$ cat config.mk
export PLATFORM = sky130hd
export DESIGN_NAME = mc_ctrl_unit
export DESIGN_NICKNAME = d
export VERILOG_FILES = /design/src/rtl/mc_ctrl_unit_pkg.sv /design/src/rtl/ctrl_decode.sv /design/src/rtl/mc_ctrl_unit.sv
export SDC_FILE = /design/constraint.sdc
export NUM_CORES = 1
export LEC_CHECK = 0
export CORE_ASPECT_RATIO = 0.9
export CORE_MARGIN = 3
export CORE_UTILIZATION = 39
export CTS_CLUSTER_DIAMETER = 120
export DETAILED_ROUTE_END_ITERATION = 8
export MAX_ROUTING_LAYER = met4
export PLACE_DENSITY = 0.7
export SLEW_MARGIN = 20
export SYNTH_ARGS = -nofsm -noshare
export SYNTH_HDL_FRONTEND = slang
export SYNTH_SLANG_ARGS = --single-unit
$ cat constraint.sdc
create_clock -name clk -period 4.2 [get_ports clk]
set_input_delay 0.63 -clock clk [delete_from_list [all_inputs] [get_ports clk]]
set_output_delay 0.63 -clock clk [all_outputs]
set_load 0.005 [all_outputs]
$ cat src/rtl/mc_ctrl_unit_pkg.sv
// Shared definitions for the multi-cycle control unit: states, opcodes, ALU codes,
// next-PC selects and trap causes.
package mc_ctrl_unit_pkg;

  typedef enum logic [2:0] {
    StFetch,
    StDecode,
    StExec,
    StMem,
    StWb,
    StTrap
  } state_e;

  localparam logic [5:0] OpRtype = 6'b000000;
  localparam logic [5:0] OpAddi  = 6'b010000;
  localparam logic [5:0] OpAndi  = 6'b010001;
  localparam logic [5:0] OpXori  = 6'b010010;
  localparam logic [5:0] OpBeq   = 6'b010011;
  localparam logic [5:0] OpBne   = 6'b010100;
  localparam logic [5:0] OpLw    = 6'b010101;
  localparam logic [5:0] OpSw    = 6'b010110;
  localparam logic [5:0] OpSlt   = 6'b010111;
  localparam logic [5:0] OpSlti  = 6'b011000;
  localparam logic [5:0] OpJ     = 6'b110000;

  localparam logic [2:0] AluAdd    = 3'b000;
  localparam logic [2:0] AluSub    = 3'b001;
  localparam logic [2:0] AluFunct  = 3'b010;
  localparam logic [2:0] AluAddImm = 3'b011;
  localparam logic [2:0] AluAnd    = 3'b100;
  localparam logic [2:0] AluXor    = 3'b101;
  localparam logic [2:0] AluSlt    = 3'b110;

  localparam logic [1:0] PcPlus4  = 2'd0;
  localparam logic [1:0] PcBranch = 2'd1;
  localparam logic [1:0] PcJump   = 2'd2;

  localparam logic [1:0] TrapNone    = 2'd0;
  localparam logic [1:0] TrapIllegal = 2'd1;
  localparam logic [1:0] TrapMemTo   = 2'd2;

endpackage

$ cat src/rtl/ctrl_decode.sv
// Combinational opcode decoder: static datapath controls plus a legal-opcode flag.
module ctrl_decode
  import mc_ctrl_unit_pkg::*;
#(
  parameter int unsigned OPC_W    = 6,
  parameter int unsigned ALU_OP_W = 3
) (
  input  logic [OPC_W-1:0]    opcode_i,
  output logic                reg_dst_o,
  output logic                alu_src_o,
  output logic                mem_to_reg_o,
  output logic [ALU_OP_W-1:0] alu_op_o,
  output logic                legal_o
);

  logic [2:0] op;

  always_comb begin
    reg_dst_o    = 1'b0;
    alu_src_o    = 1'b0;
    mem_to_reg_o = 1'b0;
    op           = AluAdd;
    legal_o      = 1'b1;
    case (opcode_i)
      OPC_W'(OpRtype): begin reg_dst_o = 1'b1; op = AluFunct;  end
      OPC_W'(OpAddi):  begin alu_src_o = 1'b1; op = AluAddImm; end
      OPC_W'(OpAndi):  begin alu_src_o = 1'b1; op = AluAnd;    end
      OPC_W'(OpXori):  begin alu_src_o = 1'b1; op = AluXor;    end
      OPC_W'(OpBeq):   op = AluSub;
      OPC_W'(OpBne):   op = AluSub;
      OPC_W'(OpLw):    begin alu_src_o = 1'b1; mem_to_reg_o = 1'b1; end
      OPC_W'(OpSw):    alu_src_o = 1'b1;
      OPC_W'(OpSlt):   begin reg_dst_o = 1'b1; op = AluFunct;  end
      OPC_W'(OpSlti):  begin alu_src_o = 1'b1; op = AluSlt;    end
      OPC_W'(OpJ):     op = AluAdd;
      default:         legal_o = 1'b0;
    endcase
    alu_op_o = ALU_OP_W'(op);
  end

endmodule

$ cat src/rtl/mc_ctrl_unit.sv
// Multi-cycle control FSM. Every output is a register loaded with the action of the
// state being left, so no input reaches an output combinationally.
module mc_ctrl_unit
  import mc_ctrl_unit_pkg::*;
#(
  parameter int unsigned INSTR_W  = 32,
  parameter int unsigned OPC_W    = 6,
  parameter int unsigned ALU_OP_W = 3,
  parameter int unsigned MEM_TO   = 15
) (
  input  logic                clk,
  input  logic                rst_n,
  input  logic                instr_vld_i,
  output logic                instr_rdy_o,
  input  logic [INSTR_W-1:0]  instr_i,
  input  logic                zero_i,
  input  logic                mem_ack_i,
  output logic                reg_dst_o,
  output logic                alu_src_o,
  output logic                mem_to_reg_o,
  output logic [ALU_OP_W-1:0] alu_op_o,
  output logic                reg_wrt_o,
  output logic                mem_rd_o,
  output logic                mem_wrt_o,
  output logic                ir_wrt_o,
  output logic [1:0]          pc_src_o,
  output logic                retire_o,
  output logic                trap_o,
  output logic [1:0]          trap_cause_o
);

  state_e              state_q, state_d;
  logic [OPC_W-1:0]    opc_q, opc_d;
  logic [7:0]          cnt_q, cnt_d, cnt_inc;
  logic                reg_dst_q, reg_dst_d, alu_src_q, alu_src_d, mem_to_reg_q, mem_to_reg_d;
  logic [ALU_OP_W-1:0] alu_op_q, alu_op_d;
  logic                reg_wrt_q, reg_wrt_d, mem_rd_q, mem_rd_d, mem_wrt_q, mem_wrt_d;
  logic                ir_wrt_q, ir_wrt_d, retire_q, retire_d, trap_q, trap_d;
  logic                instr_rdy_q, instr_rdy_d;
  logic [1:0]          pc_src_q, pc_src_d, trap_cause_q, trap_cause_d;

  logic                dec_reg_dst, dec_alu_src, dec_mem_to_reg, dec_legal;
  logic [ALU_OP_W-1:0] dec_alu_op;
  logic                is_j, is_beq, is_bne, is_lw, is_sw, taken;
  logic                unused_instr;

  ctrl_decode #(
    .OPC_W    (OPC_W),
    .ALU_OP_W (ALU_OP_W)
  ) u_ctrl_decode (
    .opcode_i     (opc_q),
    .reg_dst_o    (dec_reg_dst),
    .alu_src_o    (dec_alu_src),
    .mem_to_reg_o (dec_mem_to_reg),
    .alu_op_o     (dec_alu_op),
    .legal_o      (dec_legal)
  );

  assign unused_instr = ^instr_i[INSTR_W-OPC_W-1:0];
  assign is_j         = (opc_q == OPC_W'(OpJ));
  assign is_beq       = (opc_q == OPC_W'(OpBeq));
  assign is_bne       = (opc_q == OPC_W'(OpBne));
  assign is_lw        = (opc_q == OPC_W'(OpLw));
  assign is_sw        = (opc_q == OPC_W'(OpSw));
  assign taken        = is_beq ? zero_i : !zero_i;
  assign cnt_inc      = cnt_q + 8'd1;

  always_comb begin
    state_d      = state_q;
    opc_d        = opc_q;
    cnt_d        = cnt_q;
    reg_dst_d    = reg_dst_q;
    alu_src_d    = alu_src_q;
    mem_to_reg_d = mem_to_reg_q;
    alu_op_d     = alu_op_q;
    ir_wrt_d     = 1'b0;
    reg_wrt_d    = 1'b0;
    mem_rd_d     = 1'b0;
    mem_wrt_d    = 1'b0;
    retire_d     = 1'b0;
    pc_src_d     = PcPlus4;
    trap_d       = trap_q;
    trap_cause_d = trap_cause_q;
    case (state_q)
      StFetch: begin
        if (instr_vld_i) begin
          ir_wrt_d = 1'b1;
          opc_d    = instr_i[INSTR_W-1 -: OPC_W];
          state_d  = StDecode;
        end
      end
      StDecode: begin
        reg_dst_d    = dec_reg_dst;
        alu_src_d    = dec_alu_src;
        mem_to_reg_d = dec_mem_to_reg;
        alu_op_d     = dec_alu_op;
        if (!dec_legal) begin
          state_d      = StTrap;
          trap_d       = 1'b1;
          trap_cause_d = TrapIllegal;
        end else if (is_j) begin
          pc_src_d = PcJump;
          retire_d = 1'b1;
          state_d  = StFetch;
        end else begin
          state_d = StExec;
        end
      end
      StExec: begin
        if (is_beq || is_bne) begin
          retire_d = 1'b1;
          pc_src_d = taken ? PcBranch : PcPlus4;
          state_d  = StFetch;
        end else if (is_lw || is_sw) begin
          cnt_d     = '0;
          mem_rd_d  = is_lw;
          mem_wrt_d = is_sw;
          state_d   = StMem;
        end else begin
          state_d = StWb;
        end
      end
      StMem: begin
        // An ack in the timeout cycle still completes the access.
        if (mem_ack_i) begin
          if (is_lw) begin
            state_d = StWb;
          end else begin
            retire_d = 1'b1;
            state_d  = StFetch;
          end
        end else begin
          cnt_d = cnt_inc;
          if (cnt_inc == 8'(MEM_TO)) begin
            state_d      = StTrap;
            trap_d       = 1'b1;
            trap_cause_d = TrapMemTo;
          end else begin
            mem_rd_d  = is_lw;
            mem_wrt_d = is_sw;
          end
        end
      end
      StWb: begin
        reg_wrt_d = 1'b1;
        retire_d  = 1'b1;
        state_d   = StFetch;
      end
      StTrap:  state_d = StTrap;
      default: state_d = StFetch;
    endcase
    instr_rdy_d = (state_d == StFetch);
  end

  always_ff @(posedge clk or negedge rst_n) begin
    if (!rst_n) begin
      state_q      <= StFetch;
      opc_q        <= '0;
      cnt_q        <= '0;
      reg_dst_q    <= 1'b0;
      alu_src_q    <= 1'b0;
      mem_to_reg_q <= 1'b0;
      alu_op_q     <= '0;
      reg_wrt_q    <= 1'b0;
      mem_rd_q     <= 1'b0;
      mem_wrt_q    <= 1'b0;
      ir_wrt_q     <= 1'b0;
      retire_q     <= 1'b0;
      pc_src_q     <= PcPlus4;
      trap_q       <= 1'b0;
      trap_cause_q <= TrapNone;
      instr_rdy_q  <= 1'b1;
    end else begin
      state_q      <= state_d;
      opc_q        <= opc_d;
      cnt_q        <= cnt_d;
      reg_dst_q    <= reg_dst_d;
      alu_src_q    <= alu_src_d;
      mem_to_reg_q <= mem_to_reg_d;
      alu_op_q     <= alu_op_d;
      reg_wrt_q    <= reg_wrt_d;
      mem_rd_q     <= mem_rd_d;
      mem_wrt_q    <= mem_wrt_d;
      ir_wrt_q     <= ir_wrt_d;
      retire_q     <= retire_d;
      pc_src_q     <= pc_src_d;
      trap_q       <= trap_d;
      trap_cause_q <= trap_cause_d;
      instr_rdy_q  <= instr_rdy_d;
    end
  end

  assign instr_rdy_o  = instr_rdy_q;
  assign reg_dst_o    = reg_dst_q;
  assign alu_src_o    = alu_src_q;
  assign mem_to_reg_o = mem_to_reg_q;
  assign alu_op_o     = alu_op_q;
  assign reg_wrt_o    = reg_wrt_q;
  assign mem_rd_o     = mem_rd_q;
  assign mem_wrt_o    = mem_wrt_q;
  assign ir_wrt_o     = ir_wrt_q;
  assign pc_src_o     = pc_src_q;
  assign retire_o     = retire_q;
  assign trap_o       = trap_q;
  assign trap_cause_o = trap_cause_q;

endmodule

==> metrics <==
largest net degree at the start of global routing=35; area growth from synthesis to layout=22.2%; Max Freq=0.484 GHz; Syn Nets=219; post-route antenna net violation count=0; Critical Path Max Stage Delay=0.61 ns; CP Data Required Time=4.36 ns; GPL Wtd Cong=0.898; sequential area share after synthesis=0.479; largest cells by area after synthesis=dfrtp_1 46%, o21ai_0 4.8%, nand2_1 4.6%; outcome=finished, final reports clean; final instance area=2170 sq um; Die Ht=70.1 microns; antenna violations before repair=0; top cell type's share of synthesized area=0.464; IO Count=54; Commonest cells post-synth=33 x dfrtp_1, 22 x nand2_1, 17 x o21ai_0, 12 x nor2_1, 7 x a21oi_1; FILL cells=423; clk buf depth=2; crit-path leading delay family=simple AND/OR/NAND/NOR gates; CP max-delay cell=or3b_1; # DRC=0; Critical Path AT=2.23 ns; Pwr Density=587 nW/um^2; die area=5410 sq um; Syn Std Cell Area=1780 sq um; TritonCTS clock tree=done; Setup Skew=0.00468 ns; number of global-route vias before repair=1236; crit path max fanout=13; ys flop type=dfrtp_1; H-tree depth=2; RSZ-0062 raised after global routing=no; hold_buf cts=0; CTS root buf=clkbuf_8; DRT Wirelength=3420 microns; fin. max-slew vios=0; clk_lat worst skew=0.28 ns; Clock transition at path regs=0.06 ns; CTS Sinks=34; die width=77.2 microns; final net count=245; Seq cells post-synth=34; final worst path period need=2.07 ns; Detailed Routing Iterations Pass 1=4; Final Hold Viols=0; Post-synth EDFFs=0; leading area contributor after synthesis=dfrtp_1; layout cells sized above 1=0.130; Lkg Pwr=0.870 nW; total CTS buffers=5; max cap viols=0; Post-DP Area=2080 sq um; critical path startpoint category=primary input; setup TNS=0 ns; global-route wire length before repair=6060 microns; Setup violations, final=0; period utilization=0.492; worst path cell trace=clkdlybuf4s50_1 > or3b_1 > nor3_1 > o21ai_0; Worst Path Buf+Inv=1; Starting Density=0.420; min-delay worst type=reg -> reg; row cnt=22; critical path endpoint category=flip-flop; VDD IR max=0.370 mV; post-CTS resize count=0; Syn Inst Count=180; most common cell in the netlist=dfrtp_1; setup repair bufs after CTS=0; via/cell ratio=5.13; Syn Area/Cell=9.88 sq um; Vias=1371; yosys warns=0; port bufs=27; drt wl/cell=12.8 microns; GR Util All Layers=0.145; Inserted Diodes=0; dpl ws=1.83 ns; PnR worst setup slack=2.13 ns; HPWL after DPL=2540 microns; Detailed Route Iter0 Violations=91; worst rel slew slack=0.706; fraction of registers with async set or reset after synthesis=1.00; Remaining Overflow, GRT=0; worst-margin pin slew=0.437 ns; Hold WS=0.482 ns; synth unique cells=49; path type of the worst setup path=in -> reg; total core area=4240 sq um
[worst reg2reg max path, cell delays in order (launching register included)]
cell and delay [ns]:
dfrtp_1 0.60, nand4bb_1 0.32, nor4_4 0.41, nor2_2 0.14
o21bai_1 0.18, a22o_1 0.23
[cells in the final DEF, fill, tap and decap left out, drive strengths merged, types with 2 or more instances in the layout]
master | netlist | routed
nor3 | 5 | 5
o31ai | 3 | 3
nand3 | 4 | 4
nand4 | 2 | 2
nand2 | 22 | 22
nand2b | 4 | 4
inv | 6 | 6
dfrtp | 33 | 33
mux2 | 5 | 5
o21ai | 18 | 18
or3b | 4 | 4
o21bai | 2 | 2
xnor2 | 4 | 4
ha | 2 | 2
o21a | 2 | 2
a21oi | 7 | 7
clkdlybuf4s50 | 0 | 27
xor2 | 3 | 3
or2 | 2 | 2
clkbuf | 2 | 7
nor4b | 2 | 2
nor2b | 3 | 3
nor2 | 15 | 15
nor3b | 3 | 3
[flip-flops by register name, summed over array words and instances (netlist names), 2 cells and up]
signal and flops:
trap_cause_o 2, pc_src_o 2, cnt_q 8, state_q 3, opc_q 6, alu_op_o 3
[layout make-up]
cell class                      instances  area [sq um]  share of cell area
Clock inverter                          1          5.00             0.00230
Timing Repair Buffer                   28           278               0.128
Inverter                                6          22.5              0.0104
Tap cell                               60          75.1              0.0345
Sequential cell                        34           852               0.392
Clock buffer                            7          86.3              0.0397
Multi-Input combinational cell        131           856               0.394
[metrics by stage]
step,std cells,utilization,total power [mW]
floorplan,180,-,0.883
global placement,259,0.491,1.03
detailed placement,259,0.491,1.04
CTS,267,0.513,1.29
global route,267,0.513,1.38
finish,267,0.513,1.28
[cells by family after synthesis]
family,after synthesis,synth area share
AOI/OAI and AO/OA,44,0.168
xor gates and xnor gates,7,0.0345
adders and majority gates,2,0.0141
buffers and inverters,15,0.0401
DFF,34,0.479
muxes,6,0.0373
and+or+nand+nor,72,0.227
[routing by layer]
| layer | up-vias | global-route usage | part of all wire |
|---|---|---|---|
| met5 | - | - | 0 |
| met4 | 0 | 0.0711 | 0.022 |
| met3 | 8 | 0.0322 | 0.046 |
| met2 | 32 | 0.192 | 0.43 |
| met1 | 647 | 0.205 | 0.50 |
| li1 | 684 | - | - |
[where the power goes]
part / internal [mW] / leakage, nW / switching, mW
sequential: 0.420 / 0.440 / 0.141
combinational: 0.252 / 0.382 / 0.219
clock: 0.132 / 0.0482 / 0.111
total: 0.804 / 0.870 / 0.472
[worst paths after layout]
check                      cells past startpoint  slack, ns       from         endpoint
max                                            4       2.13  mem_ack_i  trap_cause_o[0]
min                                            1       0.48     trap_o           trap_o
max reg2reg                                    5       2.21   opc_q[2]         cnt_q[5]
min reg2reg                                    1       0.48     trap_o           trap_o
max in group asynchronous                      2       3.12      rst_n      instr_rdy_o
min in group asynchronous                      2       0.74      rst_n         cnt_q[4]
Power figures use the tool's default switching activity.
